<file path="config.mk">
export PLATFORM = sky130hd
export DESIGN_NAME = rf_port_sched
export DESIGN_NICKNAME = d
export VERILOG_FILES = /design/src/rtl/rf_port_sched.sv
export SDC_FILE = /design/constraint.sdc
export NUM_CORES = 1
export LEC_CHECK = 0
export BUFFER_PORTS_ARGS = -buffer_cell sky130_fd_sc_hd__clkbuf_2
export CORE_MARGIN = 8
export CORE_UTILIZATION = 36
export CTS_CLUSTER_SIZE = 16
export DETAILED_ROUTE_END_ITERATION = 16
export PLACE_DENSITY_LB_ADDON = 0.12
export SLEW_MARGIN = 5
export SYNTH_ARGS = -nofsm -noshare
export SYNTH_HDL_FRONTEND = slang
export SYNTH_SLANG_ARGS = --single-unit
</file>
<file path="constraint.sdc">
create_clock -name clk -period 1.9 [get_ports clk]
set_clock_uncertainty 0.15 [all_clocks]
set_input_delay 0.38 -clock clk [delete_from_list [all_inputs] [get_ports clk]]
set_output_delay 0.38 -clock clk [all_outputs]
set_load 0.02 [all_outputs]
</file>
<file path="src/rtl/rf_port_sched.sv">
// rf_port_sched: schedules the register file's single write port between the
// ALU and MEM writeback requesters (round-robin, valid/ready), and sequences a
// full register-file dump over the read1 port. Writes stall while a dump runs.
//
// Ports:
//   clk, rst_n                       clock, async active-low reset
//   alu_wb_valid/reg/data, _ready    ALU writeback request and accept
//   mem_wb_valid/reg/data, _ready    MEM writeback request and accept
//   dump_req                         start a dump (sampled in IDLE only)
//   rf_write/rf_writereg/rf_writedata register-file write port (registered)
//   rf_read1, rf_data1               register-file read1 address / data
//   dump_busy, dump_valid, dump_addr, dump_data, dump_done  dump stream
module rf_port_sched #(
  parameter int unsigned DW    = 32,
  parameter int unsigned AW    = 5,
  parameter int unsigned NREGS = 32
) (
  input  logic          clk,
  input  logic          rst_n,
  input  logic          alu_wb_valid,
  input  logic [AW-1:0] alu_wb_reg,
  input  logic [DW-1:0] alu_wb_data,
  output logic          alu_wb_ready,
  input  logic          mem_wb_valid,
  input  logic [AW-1:0] mem_wb_reg,
  input  logic [DW-1:0] mem_wb_data,
  output logic          mem_wb_ready,
  input  logic          dump_req,
  output logic          rf_write,
  output logic [AW-1:0] rf_writereg,
  output logic [DW-1:0] rf_writedata,
  output logic [AW-1:0] rf_read1,
  input  logic [DW-1:0] rf_data1,
  output logic          dump_busy,
  output logic          dump_valid,
  output logic [AW-1:0] dump_addr,
  output logic [DW-1:0] dump_data,
  output logic          dump_done
);

  localparam logic [AW-1:0] LAST_REG = AW'(NREGS - 1);

  typedef enum logic [1:0] {
    S_IDLE  = 2'd0,
    S_DRAIN = 2'd1,
    S_DUMP  = 2'd2,
    S_DONE  = 2'd3
  } state_t;

  state_t state, state_nxt;

  logic ptr_mem;      // 1: MEM has priority on contention (ALU granted last)
  logic rd_live;      // rf_read1 presents an address not yet captured
  logic arb_ok;
  logic alu_pick;
  logic alu_gnt, mem_gnt;

  logic          ptr_mem_nxt, rd_live_nxt;
  logic          wr_nxt;
  logic [AW-1:0] wreg_nxt, read1_nxt, daddr_nxt;
  logic [DW-1:0] wdata_nxt, ddata_nxt;
  logic          dvalid_nxt, ddone_nxt, busy_nxt;

  // Arbitration: ALU wins unless MEM is requesting and either ALU is idle or
  // it is MEM's turn. This keeps at most one ready high in every cycle.
  assign arb_ok       = rst_n & (state == S_IDLE) & ~dump_req;
  assign alu_pick     = mem_wb_valid ? (alu_wb_valid & ~ptr_mem) : 1'b1;
  assign alu_wb_ready = arb_ok & alu_pick;
  assign mem_wb_ready = arb_ok & ~alu_pick;
  assign alu_gnt      = alu_wb_ready & alu_wb_valid;
  assign mem_gnt      = mem_wb_ready & mem_wb_valid;

  // State register
  always_ff @(posedge clk or negedge rst_n) begin
    if (!rst_n) state <= S_IDLE;
    else        state <= state_nxt;
  end

  // Next-state and next-output logic
  always_comb begin
    state_nxt   = state;
    ptr_mem_nxt = ptr_mem;
    rd_live_nxt = rd_live;
    read1_nxt   = rf_read1;
    dvalid_nxt  = 1'b0;
    daddr_nxt   = dump_addr;
    ddata_nxt   = dump_data;
    wr_nxt      = alu_gnt | mem_gnt;
    wreg_nxt    = rf_writereg;
    wdata_nxt   = rf_writedata;

    if (alu_gnt) begin
      wreg_nxt  = alu_wb_reg;
      wdata_nxt = alu_wb_data;
    end else if (mem_gnt) begin
      wreg_nxt  = mem_wb_reg;
      wdata_nxt = mem_wb_data;
    end

    case (state)
      S_IDLE: begin
        if (dump_req)     state_nxt   = S_DRAIN;
        else if (alu_gnt) ptr_mem_nxt = 1'b1;
        else if (mem_gnt) ptr_mem_nxt = 1'b0;
      end
      S_DRAIN: begin
        state_nxt   = S_DUMP;
        read1_nxt   = '0;
        rd_live_nxt = 1'b1;
      end
      S_DUMP: begin
        // Capture the word addressed last cycle; leave once the final word
        // has been presented on dump_data.
        if (rd_live) begin
          dvalid_nxt = 1'b1;
          daddr_nxt  = rf_read1;
          ddata_nxt  = rf_data1;
          if (rf_read1 == LAST_REG) rd_live_nxt = 1'b0;
          else                      read1_nxt   = rf_read1 + AW'(1);
        end else begin
          state_nxt = S_DONE;
        end
      end
      S_DONE: begin
        state_nxt = S_IDLE;
      end
      default: begin
        state_nxt = S_IDLE;
      end
    endcase

    ddone_nxt = (state_nxt == S_DONE);
    busy_nxt  = (state_nxt != S_IDLE);
  end

  // Registered outputs and datapath state
  always_ff @(posedge clk or negedge rst_n) begin
    if (!rst_n) begin
      ptr_mem      <= 1'b0;
      rd_live      <= 1'b0;
      rf_write     <= 1'b0;
      rf_writereg  <= '0;
      rf_writedata <= '0;
      rf_read1     <= '0;
      dump_busy    <= 1'b0;
      dump_valid   <= 1'b0;
      dump_addr    <= '0;
      dump_data    <= '0;
      dump_done    <= 1'b0;
    end else begin
      ptr_mem      <= ptr_mem_nxt;
      rd_live      <= rd_live_nxt;
      rf_write     <= wr_nxt;
      rf_writereg  <= wreg_nxt;
      rf_writedata <= wdata_nxt;
      rf_read1     <= read1_nxt;
      dump_busy    <= busy_nxt;
      dump_valid   <= dvalid_nxt;
      dump_addr    <= daddr_nxt;
      dump_data    <= ddata_nxt;
      dump_done    <= ddone_nxt;
    end
  end

endmodule
</file>
Word level (Yosys, flattened, before mapping) --
Cells that the tools add are included.
Storage, ports and cells: flip-flop bits (word level) 87, bits in latches 0, RAM bits 0, memory bits (read-only) 0, bits of input ports 111, output and inout port bits 85, word-level logic and storage cells 56, memories 0
Cells by class: $add $sub $neg 1, $mul 0, divide/modulo/power cells 0, magnitude comparators 0, eq/ne operators 7, shift-type cells 0, mux-type cells 18, bitwise operators 11, reduce and logical (&&, ||, !) cells 7
Operators with widths (number):
- $mux 32 | 2
- $mux 5 | 4
- $pmux 5 s2 | 1
- $pmux 2 s4 | 1
- $and 1x1->1 | 7
- $mux 1 | 7
- $eq 2x2->1 const B | 3
- $reduce_and 3->1 | 2
- $reduce_bool 2->1 | 3
- $add 5x1->5 const B | 1
- $eq 5x5->1 const B | 1
- $mux 2 | 2
- $ne 2x2->1 const B | 2
- $not 1->1 | 3
- $eq 2x1->1 const B | 1
- $logic_not 2->1 | 1
- $pmux 1 s2 | 1
- $reduce_and 2->1 | 1
- $or 1x1->1 | 1

Longest topological paths before layout --
Gate-level depths: netlist of the first run.
word-level depth 8, gate-level depth with buffers 7, depth with buffers taken out 6

Least setup slack after synthesis of the first run --
OpenSTA, ideal clock, no wires.
path kind reg2out, from reg state[0], to out alu_wb_ready, arrival 1.434 ns, data required time 1.370 ns, setup slack -0.064 ns, cell stages (with the launch flop) 7, buffers on the path 2, cells stage by stage dfrtp_1 inv_1 ha_1 nand3b_1 buf_4 clkbuf_1 a21oi_1
Between the ends: longest elaborated chain between the ends 4
Ends and longest elaborated chain:
- start: declaration | line 50 | state_t state, state_nxt;
- start signal: assignment | line 76 | else state <= state_nxt;
- $logic_not 2->1 | line 66 | assign arb_ok = rst_n & (state == S_IDLE) & ~dump_req;
- $and 1x1->1 (2 in a row) | line 66
- $and 1x1->1 | line 68 | assign alu_wb_ready = arb_ok & alu_pick;
- end: declaration | line 23 | output logic alu_wb_ready,
No other way between the ends.

Worst setup path after layout of the first run --
from reg state[0], to out mem_wb_ready
Between the ends: longest elaborated chain between the ends 4
Ends and longest elaborated chain:
- $logic_not 2->1 | line 66
- $and 1x1->1 (2 in a row) | line 66
- $and 1x1->1 | line 69 | assign mem_wb_ready = arb_ok & ~alu_pick;
- end: declaration | line 27 | output logic mem_wb_ready,
No other way between the ends.

==> results of run 1 <==
-- final cells by class --
| cell class | instances | share of cell area, % |
|---|---|---|
| Clock buffer | 12 | 2.93 |
| Timing Repair Buffer | 219 | 23.0 |
| Clock inverter | 1 | 0.568 |
| Tap cell | 136 | 3.22 |
| Multi-Input combinational cell | 198 | 28.6 |
| Sequential cell | 87 | 41.2 |
| Inverter | 7 | 0.497 |
-- state kept, by name (all words and copies together), names as in the netlist, 2 cells and up --
register / flops
dump_data: 32
rf_writedata: 32
dump_addr: 5
rf_read1: 5
rf_writereg: 5
state: 2
-- power by group through the flow --
stage	Clock [uW]	Combinational (uW)	Sequential [uW]
6_report	1260	3950	3130
5_1_grt	1370	4270	3230
4_1_cts	1300	3980	3130
3_5_place_dp	0	3890	3150
3_3_place_gp	0	3810	3140
2_1_floorplan	0	1420	4110
-- Yosys cell counts --
master    number  share of area [%]
clkbuf_1       5               0.49
nor2b_1        3               0.49
mux2i_1        2               0.52
nand2b_1       2               0.33
and3b_1        1               0.23
inv_1          7               0.69
and2_1         1               0.16
o21bai_1       1               0.20
and3_4         1               0.29
and3_1         2               0.33
a22o_1         1               0.23
nor4bb_1       1               0.26
buf_4          3               0.59
buf_2         11                1.4
ha_1           6                2.0
nand3_1        1               0.13
o21ai_2        1               0.23
nor2_1         2               0.20
buf_6          4                1.2
o31a_1         1               0.23
a221o_1       38                 10
mux2_2        39                 11
a21oi_1        1               0.13
nor3_1        38                5.0
nand2_1       44                4.3
xor2_1         2               0.46
nand3b_1       2               0.39
buf_1          1              0.098
dfrtp_1       87                 57
o21a_1         1               0.20
o21ai_0        6               0.79
-- final timing paths --
check	from	end	slack, ns	depth (start not counted)
setup / recovery	state[0]$_DFF_PN0_	mem_wb_ready	-0.1	5
hold / removal	rst_n	rf_writedata[14]$_DFFE_PN0P_	0.07	2
setup reg to reg	state[0]$_DFF_PN0_	rf_writedata[12]$_DFFE_PN0P_	0.07	7
hold reg to reg	dump_data[22]$_DFFE_PN0P_	dump_data[22]$_DFFE_PN0P_	0.36	1
max in group asynchronous	rst_n	dump_data[21]$_DFFE_PN0P_	0.96	2
min in group clk	alu_wb_data[9]	rf_writedata[9]$_DFFE_PN0P_	0.11	2
-- metrics by stage --
| step | hold WS, ns | area (um2) | total power [uW] | TNS [ns] | cells |
|---|---|---|---|---|---|
| floorplan | -0.0656 | 3820 | 5530 | 0 | 315 |
| global placement | 0.244 | 4980 | 6950 | 0 | 637 |
| detailed placement | 0.248 | 4980 | 7040 | 0 | 637 |
| CTS | 0.0839 | 5250 | 8420 | -0.159 | 656 |
| global route | 0.0872 | 5290 | 8870 | -0.258 | 660 |
| finish | 0.0737 | 5290 | 8340 | -0.121 | 660 |
-- per-layer routing --
metal | routed length [um] | GRT usage [%]
met3 | 915 | 6.61
met1 | 4830 | 18.0
met2 | 5600 | 26.5
met4 | 211 | 5.85
met5 | 13 | 0
-- logic make-up (layout without fill, tap and decap cells) --
| family | count (synthesis) | in the layout | share of synthesized area, % |
|---|---|---|---|
| buffers and inverters | 31 | 239 | 4.49 |
| adders and majority gates | 6 | 6 | 1.97 |
| and+or+nand+nor | 98 | 99 | 12.1 |
| muxes | 41 | 41 | 12.0 |
| DFF | 87 | 87 | 57.0 |
| AOI/OAI and AO/OA | 50 | 50 | 12.0 |
| xor gates and xnor gates | 2 | 2 | 0.459 |
-- worst max-delay path: stages, from the launching register on --
cell and delay (ns):
dfrtp_1 0.40, inv_2 0.08, ha_4 0.13, and3b_2 0.19
and3_4 0.20, buf_8 0.11
-- what timing repair did --
| action | 4_1_cts | 5_1_grt |
|---|---|---|
| pin swaps | 2 | 1 |
| gates cloned | 0 | 1 |
| endpoints found under the setup margin | 2 | 47 |
| hold buffers | 1 | 0 |
| buffers inserted | 5 | 3 |
| endpoints found under the hold margin | 21 | 0 |
| gates resized for setup | 10 | 4 |
==> run_results.csv, run 1 <==
group,metric,value,unit
run_status,failed_checks,"negative setup slack",
floorplanning,core,0.0103,mm2
grt,grt_pass1_vias,3557,
sta,worst_slack,-0.0960,ns
clocking,cts_tree,"built",
run_status,status,"finished, violations left",
cells_and_area,multi_input_area,0.00151,mm2
synthesis,synth.distinct_cells,31,
routing,drt_iter0_markers,128,
synthesis,ys_ff_latch,87,
sta,grt_setup_unrepaired,"yes",
grt,grt_first_pass_wirelength,18200,um
cells_and_area,layout_commonest_cell,"clkbuf_2",
grt,antenna_found_initial,1,
cells_and_area,layout.nets,639,
floorplanning,dieArea,0.0142,mm2
floorplanning,start_util,37.0,%
min_path,hold_class,"input port to asynchronous set/reset pin",
critical_path,cp-end-kind,"output pin",
sta,drv_slew,0,
routing,firstDrtPassIters,4,
cells_and_area,fill_cells,961,
routing,ant_nets,0,
cells_and_area,drive_gt1_share,53.6,%
sta,period_share,105,%
clocking,cts_root_buffer,"clkbuf_8",
routing,drt-total-wl,11600,um
pwr,p_sw,3290,uW
cells_and_area,post-route-util,51.2,%
cells_and_area,n_antenna_cell,0,
cells_and_area,mostFrequentLayoutCells,"clkbuf_2 (192), dfrtp_1 (87), nand2_1 (43)",
critical_path,arrival,1.47,ns
clocking,htree_levels,3,
sta,hold_violations,0,
clocking,cts_made_buffers,9,
sta,fin_crit,2.00,ns
sta,setup_viol,2,
floorplanning,fp.dieW,119,um
place,gp_congestion,0.764,
pwr,switching_share,39.5,%
routing,drc,0,
place,dp_slack,0.0485,ns
grt,grt_max_degree,67,
pwr,leakagePower,0.00271,uW
pwr,clockPowerShare,15.1,%
critical_path,cp_data_required_time,1.37,ns
clocking,clock_sinks,87,
cells_and_area,final-seq-area,0.00218,mm2
synthesis,synth_warnings,0,
synthesis,ys_seq_area_share,57.0,%
clocking,insertion_delay,0.35,ns
floorplanning,ios,196,
synthesis,syn_area_per_cell,12.1,um2
pwr,seqPwrFrac,37.5,%
clocking,clkTransAtPathRegs,0.08,ns
routing,post_drt_wl_per_cell,17.5,um
grt,overflow,0,
synthesis,netlist_area,0.00382,mm2
floorplanning,die_h,119,um
routing,drt-vias-per-instance,4.99,
critical_path,cp-start-kind,"register",
place,hpwl,8840,um
job,cap_violations,0,
critical_path,critical_path_class,"register to output pin",
pwr,intPower,5050,uW
sta,fmax,501,MHz
grt,grt_use_total,15.9,%
floorplanning,num_rows,37,
clocking,clockBufferDepth,2,
routing,vias,3296,
synthesis,synth.net_count,432,
cells_and_area,area_growth,38.5,%
critical_path,crit_fanout,2,
place,io_buffer_count,195,
pwr,ir_worst_vdd,596,uV
pwr,comb_power_share,47.4,%
sta,tightest_slew,0.836,ns
synthesis,synthCells,315,
pwr,powerDensity,1580,mW/mm2
sta,slew_headroom,44.3,%
(Power assumes the default switching activity.)
==> run 2: changes to the inputs <==
--- a/config.mk
+++ b/config.mk
@@ -11,6 +11,7 @@
 export CTS_CLUSTER_SIZE = 16
 export DETAILED_ROUTE_END_ITERATION = 16
 export PLACE_DENSITY_LB_ADDON = 0.12
+export RECOVER_POWER = 25
 export SLEW_MARGIN = 5
 export SYNTH_ARGS = -nofsm -noshare
 export SYNTH_HDL_FRONTEND = slang
==> run 2 against run 1 <==
  * Design area about the same
  * The flow still finishes with violations (negative setup slack)
  * Routed wire length about the same
  * Combinational power about the same
  * Highest routed layer unchanged
  * Final cell count unchanged
  * Global-route usage unchanged
  * Via count about the same
  * Maximum frequency about the same
==> run_results.csv, run 2 (synthesis results as in run 1) <==
group,metric,value,unit
run_status,status,"finished, violations left",
run_status,failed_checks,"negative setup slack",
sta,grt_setup_unrepaired,"yes",
sta,setup_viol,2,
critical_path,critical_path_class,"register to output pin",
sta,worst_slack,-0.0960,ns
cells_and_area,layout.nets,639,
place,gp_congestion,0.764,
routing,drc,0,
routing,ant_nets,0,
grt,antenna_found_initial,1,
place,hpwl,8840,um
sta,slew_headroom,2.88,%
floorplanning,ios,196,
cells_and_area,drive_gt1_share,53.6,%
grt,busiest_layer,"met2",
clocking,cts_root_buffer,"clkbuf_8",
grt,grt_use_total,15.9,%
cells_and_area,area_growth,38.3,%
sta,drv_slew,0,
clocking,insertion_delay,0.35,ns
critical_path,cp-end-kind,"output pin",
critical_path,cp_data_required_time,1.37,ns
sta,tightest_slew,1.46,ns
clocking,htree_levels,3,
grt,grt_first_pass_wirelength,18200,um
clocking,clockBufferDepth,2,
sta,fin_crit,2.00,ns
grt,grt_max_degree,67,
grt,gr-usage-met2,26.5,%
cells_and_area,layout_commonest_cell,"clkbuf_2",
clocking,cts_tree,"built",
cells_and_area,finalInstanceArea,0.00528,mm2
critical_path,max_stage_delay,0.40,ns
sta,fmax,501,MHz
floorplanning,core,0.0103,mm2
floorplanning,dieArea,0.0142,mm2
clocking,cts_made_buffers,9,
critical_path,arrival,1.47,ns
place,dp_slack,0.0485,ns
grt,grtUsageMet1,18.0,%
routing,vias,3293,
cells_and_area,mostFrequentLayoutCells,"clkbuf_2 (193), dfrtp_1 (87), nand2_1 (43)",
floorplanning,die_h,119,um
routing,drt-total-wl,11600,um
grt,grt_pass1_vias,3557,
grt,overflow,0,
routing,firstDrtPassIters,4,
sta,period_share,105,%
cells_and_area,n_antenna_cell,0,
sta,setup_tns,-0.121,ns
sta,hold_violations,0,
critical_path,path_cells,"inv_2 > ha_4 > and3b_2 > and3_4 > buf_8",
critical_path,cp-start-kind,"register",
critical_path,slowest_stage,"dfrtp_1",
clocking,clock_sinks,87,
place,io_buffer_count,195,
critical_path,crit_fanout,2,
critical_path,crit_family,"flip-flops",
routing,drt-vias-per-instance,4.99,
routing,drt_iter0_markers,127,
place,dpl_cell_area,0.00498,mm2
cells_and_area,reg_top3,"dump_data: 32 flops, rf_writedata: 32 flops",
place,placedCellCount,637,
pwr,ir_worst_vdd,596,uV
grt,use_met3,6.61,%
job,cap_violations,0,
critical_path,crit_buf_inv,2,
cells_and_area,final_cells,660,
pwr,powerDensity,1580,mW/mm2
clocking,clkTransAtPathRegs,0.08,ns
floorplanning,num_rows,37,
floorplanning,fp.dieW,119,um
min_path,hold_class,"input port to register",
routing,post_drt_wl_per_cell,17.5,um
pwr,leakagePower,0.00271,uW
floorplanning,start_util,37.0,%
## run 2: changes by cell type in the layout (fill, tap and decap cells not counted)
cell      before  now
buf_4         21   19
clkbuf_2     192  193
buf_2          0    1
## run 2: cell type report
type | instances | area [um2]
clock buffer | 12 | 155
clock inverter | 1 | 30.0
fill | 963 | 5040
inverter | 7 | 26.3
tap | 136 | 170
multi-input combinational | 198 | 1510
sequential | 87 | 2180
timing repair buffer | 219 | 1210
## run 2: worst paths after layout
check / end / cells after the start / slack [ns] / startpoint
min in group asynchronous: rf_writedata[14]$_DFFE_PN0P_ / 2 / 0.33 / rst_n
setup reg to reg: rf_writedata[12]$_DFFE_PN0P_ / 7 / 0.07 / state[0]$_DFF_PN0_
setup / recovery: mem_wb_ready / 5 / -0.1 / state[0]$_DFF_PN0_
max in group asynchronous: dump_data[21]$_DFFE_PN0P_ / 2 / 0.37 / rst_n
hold reg to reg: dump_data[22]$_DFFE_PN0P_ / 1 / 0.36 / dump_data[22]$_DFFE_PN0P_
hold / removal: rf_writedata[9]$_DFFE_PN0P_ / 2 / 0.11 / alu_wb_data[9]
## run 2: power breakdown
| part | total [uW] | switching [uW] | internal [uW] |
|---|---|---|---|
| clock network | 1260 | 598 | 659 |
| logic | 3950 | 2250 | 1700 |
| registers | 3130 | 448 | 2680 |
## run 2: through the flow
step | hold slack (ns) | utilization (%) | total power [uW]
final | 0.108 | 51.2 | 8340
after global routing | 0.0872 | 51.2 | 8870
after CTS | 0.0839 | 50.8 | 8420
after detailed placement | 0.248 | 48.2 | 7040
after global placement | 0.244 | 48.2 | 6950
after floorplan | -0.0656 | - | 5530
## run 2: per-layer routing
| layer | routed length, um | vias up |
|---|---|---|
| met3 | 911 | 17 |
| met2 | 5610 | 122 |
| li1 | - | 1567 |
| met4 | 211 | 2 |
| met1 | 4830 | 1585 |
| met5 | 13 | - |
## run 2: repair_timing
item,CTS,global route
endpoints found under the hold margin,21,0
hold buffers,1,0
pin swaps,2,1
setup buffers,5,3
resized for setup,10,4
cloned,0,1
setup endpoints to repair,2,47
## run 2: worst reg2reg max path, stage by stage (launching register included)
cell and delay (ns):
dfrtp_1 0.40, inv_2 0.08, ha_4 0.13, and3b_2 0.19, buf_4 0.12, o21ai_2 0.07
buf_4 0.20, a221o_1 0.36
==> run 3: changes to the inputs <==
--- a/config.mk
+++ b/config.mk
@@ -10,8 +10,10 @@
 export CORE_UTILIZATION = 36
 export CTS_CLUSTER_SIZE = 16
 export DETAILED_ROUTE_END_ITERATION = 16
+export GPL_TIMING_DRIVEN = 0
 export PLACE_DENSITY_LB_ADDON = 0.12
 export RECOVER_POWER = 25
+export SKIP_CTS_REPAIR_TIMING = 1
 export SLEW_MARGIN = 5
 export SYNTH_ARGS = -nofsm -noshare
 export SYNTH_HDL_FRONTEND = slang
==> run 3 against run 2 <==
  * The run ends with negative hold slack, negative setup slack left
  * First-iteration DRC count grew 30%
  * Sequential power is essentially flat
  * Largest power group unchanged
  * Combinational power grew 1%
  * Highest routed layer is now met4
  * Routed wire length grew 1.0%
  * Design area grew 4.1%
  * Final cell count grew 2.0%
  * Maximum frequency shrank 8.1%
  * Critical path depth grew 2
  * Count of clock-buffer cells in the layout shrank 1
  * Critical path type unchanged
  * Largest cell class unchanged
==> run_results.csv, run 3 (synthesis results as in run 1) <==
group,metric,value,unit
run_status,status,"finished, violations left",
run_status,failed_checks,"negative hold slack, negative setup slack",
critical_path,crit_fanout,4,
cells_and_area,reg_top3,"dump_data: 32 flops, rf_writedata: 32 flops",
clocking,cts_tree,"built",
pwr,ir_worst_vdd,624,uV
routing,drc,0,
cells_and_area,mostFrequentLayoutCells,"clkbuf_2 (192), dfrtp_1 (86), nand2_1 (43)",
grt,grt_max_degree,49,
clocking,clkTransAtPathRegs,0.08,ns
sta,tightest_slew,0.477,ns
routing,drt-total-wl,11700,um
cells_and_area,fill_cells,970,
grt,grt_pass1_vias,3643,
routing,vias,3271,
sta,drv_slew,0,
critical_path,cp-start-kind,"register",
sta,hold_violations,39,
critical_path,arrival,1.64,ns
sta,fin_crit,2.17,ns
critical_path,cp-end-kind,"output pin",
place,placedCellCount,647,
pwr,p_total,8400,uW
cells_and_area,area_growth,44.1,%
floorplanning,die_h,119,um
routing,drt-vias-per-instance,4.86,
clocking,cts_made_buffers,9,
sta,setup_viol,27,
routing,firstDrtPassIters,6,
job,cap_violations,0,
routing,ant_nets,0,
floorplanning,dieArea,0.0142,mm2
routing,post_drt_wl_per_cell,17.4,um
pwr,powerDensity,1530,mW/mm2
floorplanning,fp.dieW,119,um
floorplanning,ios,196,
grt,antenna_found_initial,0,
sta,grt_setup_unrepaired,"yes",
sta,worst_slack,-0.272,ns
grt,grt_first_pass_wirelength,18600,um
cells_and_area,layout_commonest_cell,"clkbuf_2",
cells_and_area,final_cells,673,
sta,slew_headroom,68.2,%
critical_path,cp_data_required_time,1.37,ns
cells_and_area,n_antenna_cell,0,
floorplanning,core,0.0103,mm2
cells_and_area,drive_gt1_share,54.9,%
place,io_buffer_count,195,
floorplanning,start_util,37.0,%
clocking,clockBufferDepth,2,
floorplanning,num_rows,37,
place,gp_congestion,0.769,
cells_and_area,layout.nets,651,
pwr,leakagePower,0.00279,uW
grt,grt_use_total,16.2,%
place,hpwl,8910,um
clocking,htree_levels,3,
sta,fmax,460,MHz
sta,hold_ws,-0.206,ns
min_path,hold_class,"input port to asynchronous set/reset pin",
grt,overflow,0,
sta,period_share,114,%
clocking,clock_sinks,87,
routing,drt_iter0_markers,165,
clocking,insertion_delay,0.34,ns
critical_path,critical_path_class,"register to output pin",
clocking,cts_root_buffer,"clkbuf_8",
run 3: cell count changes in the layout (fill, tap and decap cells not counted), sizes merged:
cell / delta
and3: -1
buf: +10
clkbuf: +3
clkinvlp: +2
dlygate4sd3: -1
run 3: path summary, 6_finish.rpt:
check / start / to / slack, ns / cells after the start
min in group clk: alu_wb_data[25] / rf_writedata[25]$_DFFE_PN0P_ / 0.11 / 2
min reg2reg: dump_data[22]$_DFFE_PN0P_ / dump_data[22]$_DFFE_PN0P_ / 0.36 / 1
max in group asynchronous: rst_n / rf_writedata[2]$_DFFE_PN0P_ / 1.24 / 2
max: state[0]$_DFF_PN0_ / alu_wb_ready / -0.27 / 7
min: rst_n / dump_data[13]$_DFFE_PN0P_ / -0.21 / 1
max reg2reg: state[0]$_DFF_PN0_ / rf_writedata[28]$_DFFE_PN0P_ / -0.05 / 8
run 3: final cells by class:
cell class	count	area (um2)	area share, %
well taps	136	170	3.09
inverters	7	26.3	0.477
clock buffers	11	141	2.57
repair buffers	209	1180	21.5
clock inverters	3	45.0	0.819
plain buffers	23	214	3.89
flip-flops and latches	87	2180	39.6
multi-input cells	197	1540	28.1
run 3: through the flow:
step | cell area, um2 | setup slack [ns] | hold slack, ns | util (%) | TNS [ns]
floorplan | 3820 | 0.0174 | -0.0656 | - | 0
global placement | 4970 | -1.87 | 0.336 | 48.1 | -132.05
detailed placement | 5000 | -0.584 | 0.307 | 48.4 | -18.85
CTS | 5190 | -0.671 | -0.0830 | 50.2 | -7.83
global route | 5500 | -0.382 | -0.188 | 53.3 | -2.95
finish | 5500 | -0.272 | -0.206 | 53.3 | -1.02
run 3: power breakdown:
group	switching (uW)	internal, uW
Clock	633	631
Combinational	2250	1750
Sequential	454	2680
Total	3330	5060
run 3: metal layers:
| metal | GRT usage [%] | share of wire (%) |
|---|---|---|
| met5 | 0 | 0 |
| met4 | 6.56 | 1.8 |
| met3 | 5.29 | 7.8 |
| met2 | 26.8 | 48 |
| met1 | 19.1 | 43 |
run 3: worst max-delay path: stages (launching register included):
cell      delay (ns)
dfrtp_1         0.42
inv_2           0.10
ha_4            0.13
nand3b_1        0.11
buf_6           0.17
buf_8           0.12
a21oi_4         0.11
buf_6           0.13
